===== config.mk =====
export PLATFORM = sky130hd
export DESIGN_NAME = vedic_mult_pipe_flat
export DESIGN_NICKNAME = d
export VERILOG_FILES = /design/src/rtl/vedic_mult_pipe_if.sv /design/src/rtl/vedic_mult_pipe.sv /design/src/flat_wrapper.sv
export SDC_FILE = /design/constraint.sdc
export NUM_CORES = 1
export LEC_CHECK = 0
export ABC_AREA = 1
export ABC_CLOCK_PERIOD_IN_PS = 4800
export CAP_MARGIN = 10
export CORE_UTILIZATION = 60
export DETAILED_ROUTE_END_ITERATION = 8
export MAX_ROUTING_LAYER = met4
export PLACE_DENSITY = 0.79
export SLEW_MARGIN = 0
export SYNTH_ARGS = -nofsm -noshare
export SYNTH_HDL_FRONTEND = slang
export SYNTH_SLANG_ARGS = --single-unit

===== constraint.sdc =====
create_clock -name clk -period 4.8 [get_ports clk]
set_input_delay 0.96 -clock clk [delete_from_list [all_inputs] [get_ports clk]]
set_output_delay 0.96 -clock clk [all_outputs]
set_load 0.03 [all_outputs]

===== src/rtl/vedic_mult_pipe_if.sv =====
// Streaming handshake bundle for vedic_mult_pipe: operand pair in, product out,
// each side with its own valid/ready pair.
interface vedic_mult_pipe_if #(
  parameter int WIDTH = 8
);
  logic               in_valid;
  logic               in_ready;
  logic [WIDTH-1:0]   in_a;
  logic [WIDTH-1:0]   in_b;
  logic               in_signed;
  logic               out_valid;
  logic               out_ready;
  logic [2*WIDTH-1:0] out_product;

  modport slave (
    input  in_valid,
    input  in_a,
    input  in_b,
    input  in_signed,
    input  out_ready,
    output in_ready,
    output out_valid,
    output out_product
  );

  modport master (
    output in_valid,
    output in_a,
    output in_b,
    output in_signed,
    output out_ready,
    input  in_ready,
    input  out_valid,
    input  out_product
  );
endinterface


===== src/rtl/vedic_mult_pipe.sv =====
// Pipelined Urdhva-Tiryakbhyam multiplier: sign-magnitude front end, 2x2 vedic
// cells, one register level per recursive recombination, then sign restore.
module vedic_mult_pipe #(
  parameter int WIDTH = 8
) (
  input  logic             clk,
  input  logic             rst_n,
  vedic_mult_pipe_if.slave bus
);

  localparam int unsigned LG      = $clog2(WIDTH);
  localparam int unsigned LATENCY = LG + 2;
  localparam int unsigned HALF    = WIDTH / 2;
  // All recombination levels packed back to back; level l holds
  // (WIDTH>>l)^2 products of 2^(l+1) bits each.
  localparam int unsigned LVW     = 2 * WIDTH * WIDTH - 2 * WIDTH;

  typedef logic [LVW-1:0]     lv_t;
  typedef logic [2*WIDTH-1:0] dbl_t;

  logic                adv;
  logic [WIDTH-1:0]    s0_a;
  logic [WIDTH-1:0]    s0_b;
  logic [LATENCY-2:0]  vld_q;
  logic [LATENCY-2:0]  neg_q;
  lv_t                 lv_q;
  lv_t                 lv_d;
  dbl_t                p_final;
  logic                out_valid_q;
  dbl_t                out_product_q;

  function automatic int unsigned lv_off(input int unsigned l);
    return 2 * WIDTH * WIDTH - ((4 * WIDTH * WIDTH) >> l);
  endfunction

  function automatic logic [WIDTH-1:0] mag(input logic [WIDTH-1:0] x,
                                           input logic             sgn);
    return (sgn && x[WIDTH-1]) ? -x : x;
  endfunction

  // Exact 2x2 vedic cell: vertical, crosswise, vertical with the crosswise carry.
  function automatic logic [3:0] cell2(input logic [1:0] a, input logic [1:0] b);
    logic vh;
    logic c1;
    vh = a[1] & b[1];
    c1 = a[1] & b[0] & a[0] & b[1];
    return {vh & c1, vh ^ c1, (a[1] & b[0]) ^ (a[0] & b[1]), a[0] & b[0]};
  endfunction

  function automatic dbl_t quarter(input lv_t v, input int unsigned pos,
                                   input int unsigned w);
    return dbl_t'(v >> pos) & ((dbl_t'(1) << w) - dbl_t'(1));
  endfunction

  // Product (i,j) of level l from the four level l-1 products it spans.
  function automatic dbl_t merge(input lv_t v, input int unsigned l,
                                 input int unsigned i, input int unsigned j);
    int unsigned qw;
    int unsigned pd;
    int unsigned base;
    dbl_t hh;
    dbl_t hl;
    dbl_t lh;
    dbl_t ll;
    qw   = 1 << l;
    pd   = WIDTH >> (l - 1);
    base = lv_off(l - 1);
    hh   = quarter(v, base + ((2*i + 1) * pd + 2*j + 1) * qw, qw);
    hl   = quarter(v, base + ((2*i + 1) * pd + 2*j) * qw, qw);
    lh   = quarter(v, base + ((2*i) * pd + 2*j + 1) * qw, qw);
    ll   = quarter(v, base + ((2*i) * pd + 2*j) * qw, qw);
    return (hh << qw) + ((hl + lh) << (qw / 2)) + ll;
  endfunction

  assign adv             = !out_valid_q || bus.out_ready;
  assign bus.in_ready    = adv;
  assign bus.out_valid   = out_valid_q;
  assign bus.out_product = out_product_q;

  always_comb begin
    lv_d = '0;
    for (int unsigned i = 0; i < HALF; i++) begin
      for (int unsigned j = 0; j < HALF; j++) begin
        lv_d = lv_d | (lv_t'(cell2(s0_a[2*i +: 2], s0_b[2*j +: 2])) << (4 * (i * HALF + j)));
      end
    end
    for (int unsigned l = 2; l <= LG; l++) begin
      for (int unsigned i = 0; i < (WIDTH >> l); i++) begin
        for (int unsigned j = 0; j < (WIDTH >> l); j++) begin
          lv_d = lv_d | (lv_t'(merge(lv_q, l, i, j))
                         << (lv_off(l) + (i * (WIDTH >> l) + j) * (2 << l)));
        end
      end
    end
  end

  assign p_final = dbl_t'(lv_q >> lv_off(LG));

  always_ff @(posedge clk or negedge rst_n) begin
    if (!rst_n) begin
      s0_a          <= '0;
      s0_b          <= '0;
      vld_q         <= '0;
      neg_q         <= '0;
      lv_q          <= '0;
      out_valid_q   <= 1'b0;
      out_product_q <= '0;
    end else if (adv) begin
      vld_q <= {vld_q[LATENCY-3:0], bus.in_valid};
      neg_q <= {neg_q[LATENCY-3:0],
                bus.in_valid & bus.in_signed & (bus.in_a[WIDTH-1] ^ bus.in_b[WIDTH-1])};
      if (bus.in_valid) begin
        s0_a <= mag(bus.in_a, bus.in_signed);
        s0_b <= mag(bus.in_b, bus.in_signed);
      end
      lv_q          <= lv_d;
      out_valid_q   <= vld_q[LATENCY-2];
      out_product_q <= neg_q[LATENCY-2] ? -p_final : p_final;
    end
  end

endmodule


===== src/flat_wrapper.sv =====
// flat-port wrapper written by rule: the top's interface ports become plain ports
module vedic_mult_pipe_flat 
#(
  parameter int WIDTH = 8
)
  (clk, rst_n, bus_in_valid, bus_in_a, bus_in_b, bus_in_signed, bus_out_ready, bus_in_ready, bus_out_valid, bus_out_product);
  vedic_mult_pipe_if #(.WIDTH(WIDTH)) bus_i ();
  input  logic clk;
  input  logic rst_n;
  input wire logic [$bits(bus_i.in_valid)-1:0] bus_in_valid;
  input wire logic [$bits(bus_i.in_a)-1:0] bus_in_a;
  input wire logic [$bits(bus_i.in_b)-1:0] bus_in_b;
  input wire logic [$bits(bus_i.in_signed)-1:0] bus_in_signed;
  input wire logic [$bits(bus_i.out_ready)-1:0] bus_out_ready;
  output wire logic [$bits(bus_i.in_ready)-1:0] bus_in_ready;
  output wire logic [$bits(bus_i.out_valid)-1:0] bus_out_valid;
  output wire logic [$bits(bus_i.out_product)-1:0] bus_out_product;
  assign bus_i.in_valid = bus_in_valid;
  assign bus_i.in_a = bus_in_a;
  assign bus_i.in_b = bus_in_b;
  assign bus_i.in_signed = bus_in_signed;
  assign bus_i.out_ready = bus_out_ready;
  assign bus_in_ready = bus_i.in_ready;
  assign bus_out_valid = bus_i.out_valid;
  assign bus_out_product = bus_i.out_product;
  vedic_mult_pipe #(.WIDTH(WIDTH)) u_core (.clk(clk), .rst_n(rst_n), .bus(bus_i));
endmodule

==> results.cfg <==
[clocking]
cts_num_sinks = 153
htreeDepth = 4
clk_path_buf_depth = 2
cts-resized-gates = 0
cts_made_buffers = 17
clk_pin_slew_ns = 0.06
clock_latency_ns = 0.43
cts_setup_buffers = 0
cts_root_buf = clkbuf_16
cts_tree = built
ctsHoldBuffers = 0

[floorplanning]
rows = 45
initial_utilization_pct = 61.3
dieHeight_um = 126
die-area_um2 = 16000
die_x_um = 126
core_um2 = 15100
io_pins = 39

[sta]
finalHoldViolCount = 0
fin_tns_setup_ns = 0
slew_headroom_pct = 33.3
fin_crit_sh_pct = 66.6
period_needed_ns = 3.20
rsz0062_at_grt = false
finClkSkew_ns = 0.0103
slew_violations = 0
fmax_ghz = 0.313
tightest_slew_ns = 1.00
finalSetupViolCount = 0

[route]
drt_iter0_markers = 699
antenna_left = 0
drc = 0
routed_wl_um = 19700
routedWlPerCell_um = 14.0
dr.pass1.iters = 6
post_drt_via_cell_ratio = 5.40
dr_total_vias = 7597

[setup_path]
crit_required_ns = 3.84
crit_path_max_fanout = 4
reg2reg_from = u_core.lv_q[36]$_DFFE_PN0N_
reg2reg_to = u_core.lv_q[88]$_DFFE_PN0N_
cp.arrival_ns = 2.24
start_kind = input port
critical_path_class = input port to output pin
reg2regPathDepth = 14
worst_setup_path_end_kind = output pin
rrSetupSlack_ns = 2.01

[final_layout]
fill_cells = 1239
fin_nets = 1311
drive_gt1_share_pct = 3.78
syn_to_final_growth_pct = 9.49
n_antenna_cell = 0
fin_area_um2 = 10200
final_cells = 1406

[min_path]
whs_path_depth = 2
worstHoldStart = u_core.vld_q[3]$_DFFE_PN0N_
hold_class = flop to flop
whs_endpoint = u_core.bus.out_valid$_DFFE_PN0N_

[global_routing]
track_usage_pct = 27.1
grt-ovfl-total = 0
grt_max_degree = 124
grt_pass1_vias = 7049
grt_pass1_wl_um = 33300
grt_antenna_before_repair = 0

[power]
power_switching_w = 0.00303
ir_worst_vdd_uv = 346
internal_power_w = 0.00377
power_frac_seq_pct = 32.8
clock_power_share_pct = 18.5
leakage_nw = 5.56
powerDensity_nw_per_um2 = 668
swShare_pct = 44.6
p_comb_share_pct = 48.7

[synthesis]
yosysWarnings = 0
synth_nets = 1300
synthTopCellsByArea = dfrtp_1, nand2_1, ha_1
yosys.area.top_type_share_pct = 41.2
yosysUniqueCellTypes = 36
netlist_area_um2 = 9290
synth_area_leader_cell = dfrtp_1
yosysSeqAreaShare_pct = 41.2
synth-seq-cells = 153
syn_inst = 1194
syn_avg_cell_area_um2 = 7.78

[placed_design]
portBuffers = 38
postPlaceCellArea_um2 = 9620
hpwl_um = 13500
place_congestion = 0.890
dp_cells = 1374

[run]
maxCapViolations = 0

[status]
status = completed
critical path, stage by stage:
cell,delay (ns)
clkdlybuf4s50_1,0.45
or2_4,0.15
clkdlybuf4s50_1,0.67
state kept, by name, indices dropped and copies added (netlist names):
register and flops:
u_core.bus.out_product 16, u_core.lv_q 112, u_core.neg_q 4, u_core.bus.out_valid 1, u_core.s0_a 8, u_core.s0_b 8
u_core.vld_q 4
layout by cell type, fill, tap and decap left out, types with 4 or more instances in the layout:
master and n:
nand2_1 425, dfrtp_1 153, inv_1 116, nor2_1 75, o21ai_0 74, ha_1 74, nand3_1 72, clkdlybuf4s50_1 37
a21oi_1 32, o21ai_1 32, xor2_1 25, clkbuf_16 17, a22o_1 16, fa_1 11, nand4_1 8, inv_6 5
buf_4 5, xnor2_1 4, o22ai_1 4, or2_2 4
area by class of cell:
| type | count | area, µm² | area share, % |
|---|---|---|---|
| timing repair buffer | 43 | 419 | 4.12 |
| sequential | 153 | 3830 | 37.6 |
| clock inverter | 12 | 90.1 | 0.886 |
| inverter | 118 | 448 | 4.40 |
| multi-input combinational | 872 | 4690 | 46.1 |
| clock buffer | 20 | 467 | 4.59 |
| tap | 188 | 235 | 2.31 |
routing by layer:
metal / vias to the layer above / global-route usage, % / part of all wire, %
met1: 3529 / 36.3 / 49
met5: - / - / 0
met4: 0 / 8.08 / 1.6
li1: 3863 / - / -
met2: 177 / 42.1 / 46
met3: 28 / 5.19 / 3.8
cells in the mapped netlist:
cell      instances
nand2_1         425
dfrtp_1         153
inv_1           116
nor2_1           75
ha_1             74
o21ai_0          74
nand3_1          72
a21oi_1          32
o21ai_1          32
xor2_1           25
clkbuf_1         17
a22o_1           16
buf_2            13
buf_6            13
fa_1             11
nand4_1           8
o22ai_1           4
or2_2             4
xnor2_1           4
a31oi_1           3
buf_4             3
clkbuf_2          3
o21bai_1          3
nor3_1            2
a21o_1            1
a32o_1            1
buf_1             1
buf_8             1
clkinv_4          1
inv_2             1
nand2_4           1
nand3b_1          1
o211ai_1          1
o31ai_1           1
or2_0             1
or2_1             1
power by group through the flow:
| stage | Sequential (W) | Clock [W] | Combinational (W) |
|---|---|---|---|
| CTS | 0.00222 | 0.00128 | 0.00331 |
| floorplan | 0.00217 | 0 | 0.00255 |
| finish | 0.00223 | 0.00126 | 0.00331 |
| global placement | 0.00223 | 0 | 0.00319 |
| global route | 0.00228 | 0.00133 | 0.00379 |
| detailed placement | 0.00224 | 0 | 0.00325 |
kinds of logic (layout without fill, tap and decap cells):
family                     Yosys count  after routing  synth area share [%]
buffers and inverters              169            193                  8.39
AOI/OAI and AO/OA                  168            168                  10.0
adders and majority gates           85             85                  12.3
DFF                                153            153                  41.2
xor gates and xnor gates            29             29                  2.73
and+or+nand+nor                    590            590                  25.3
stage by stage:
| step | util [%] | total power (W) | worst slack [ns] | hold WS (ns) |
|---|---|---|---|---|
| floorplan | - | 0.00473 | 2.18 | 0.420 |
| global placement | 63.5 | 0.00541 | 1.60 | 0.435 |
| detailed placement | 63.5 | 0.00549 | 1.60 | 0.445 |
| CTS | 67.2 | 0.00681 | 1.60 | 0.452 |
| global route | 67.2 | 0.00740 | 1.58 | 0.494 |
| finish | 67.2 | 0.00680 | 1.60 | 0.448 |
worst max path at each step:
stage | end | start
2_1_floorplan | bus_in_ready | bus_out_ready
3_3_place_gp | bus_in_ready | bus_out_ready
3_5_place_dp | bus_in_ready | bus_out_ready
4_1_cts | bus_in_ready | bus_out_ready
5_1_grt | bus_in_ready | bus_out_ready
6_report | bus_in_ready | bus_out_ready
No activity file was read; power rests on OpenSTA's default activity.
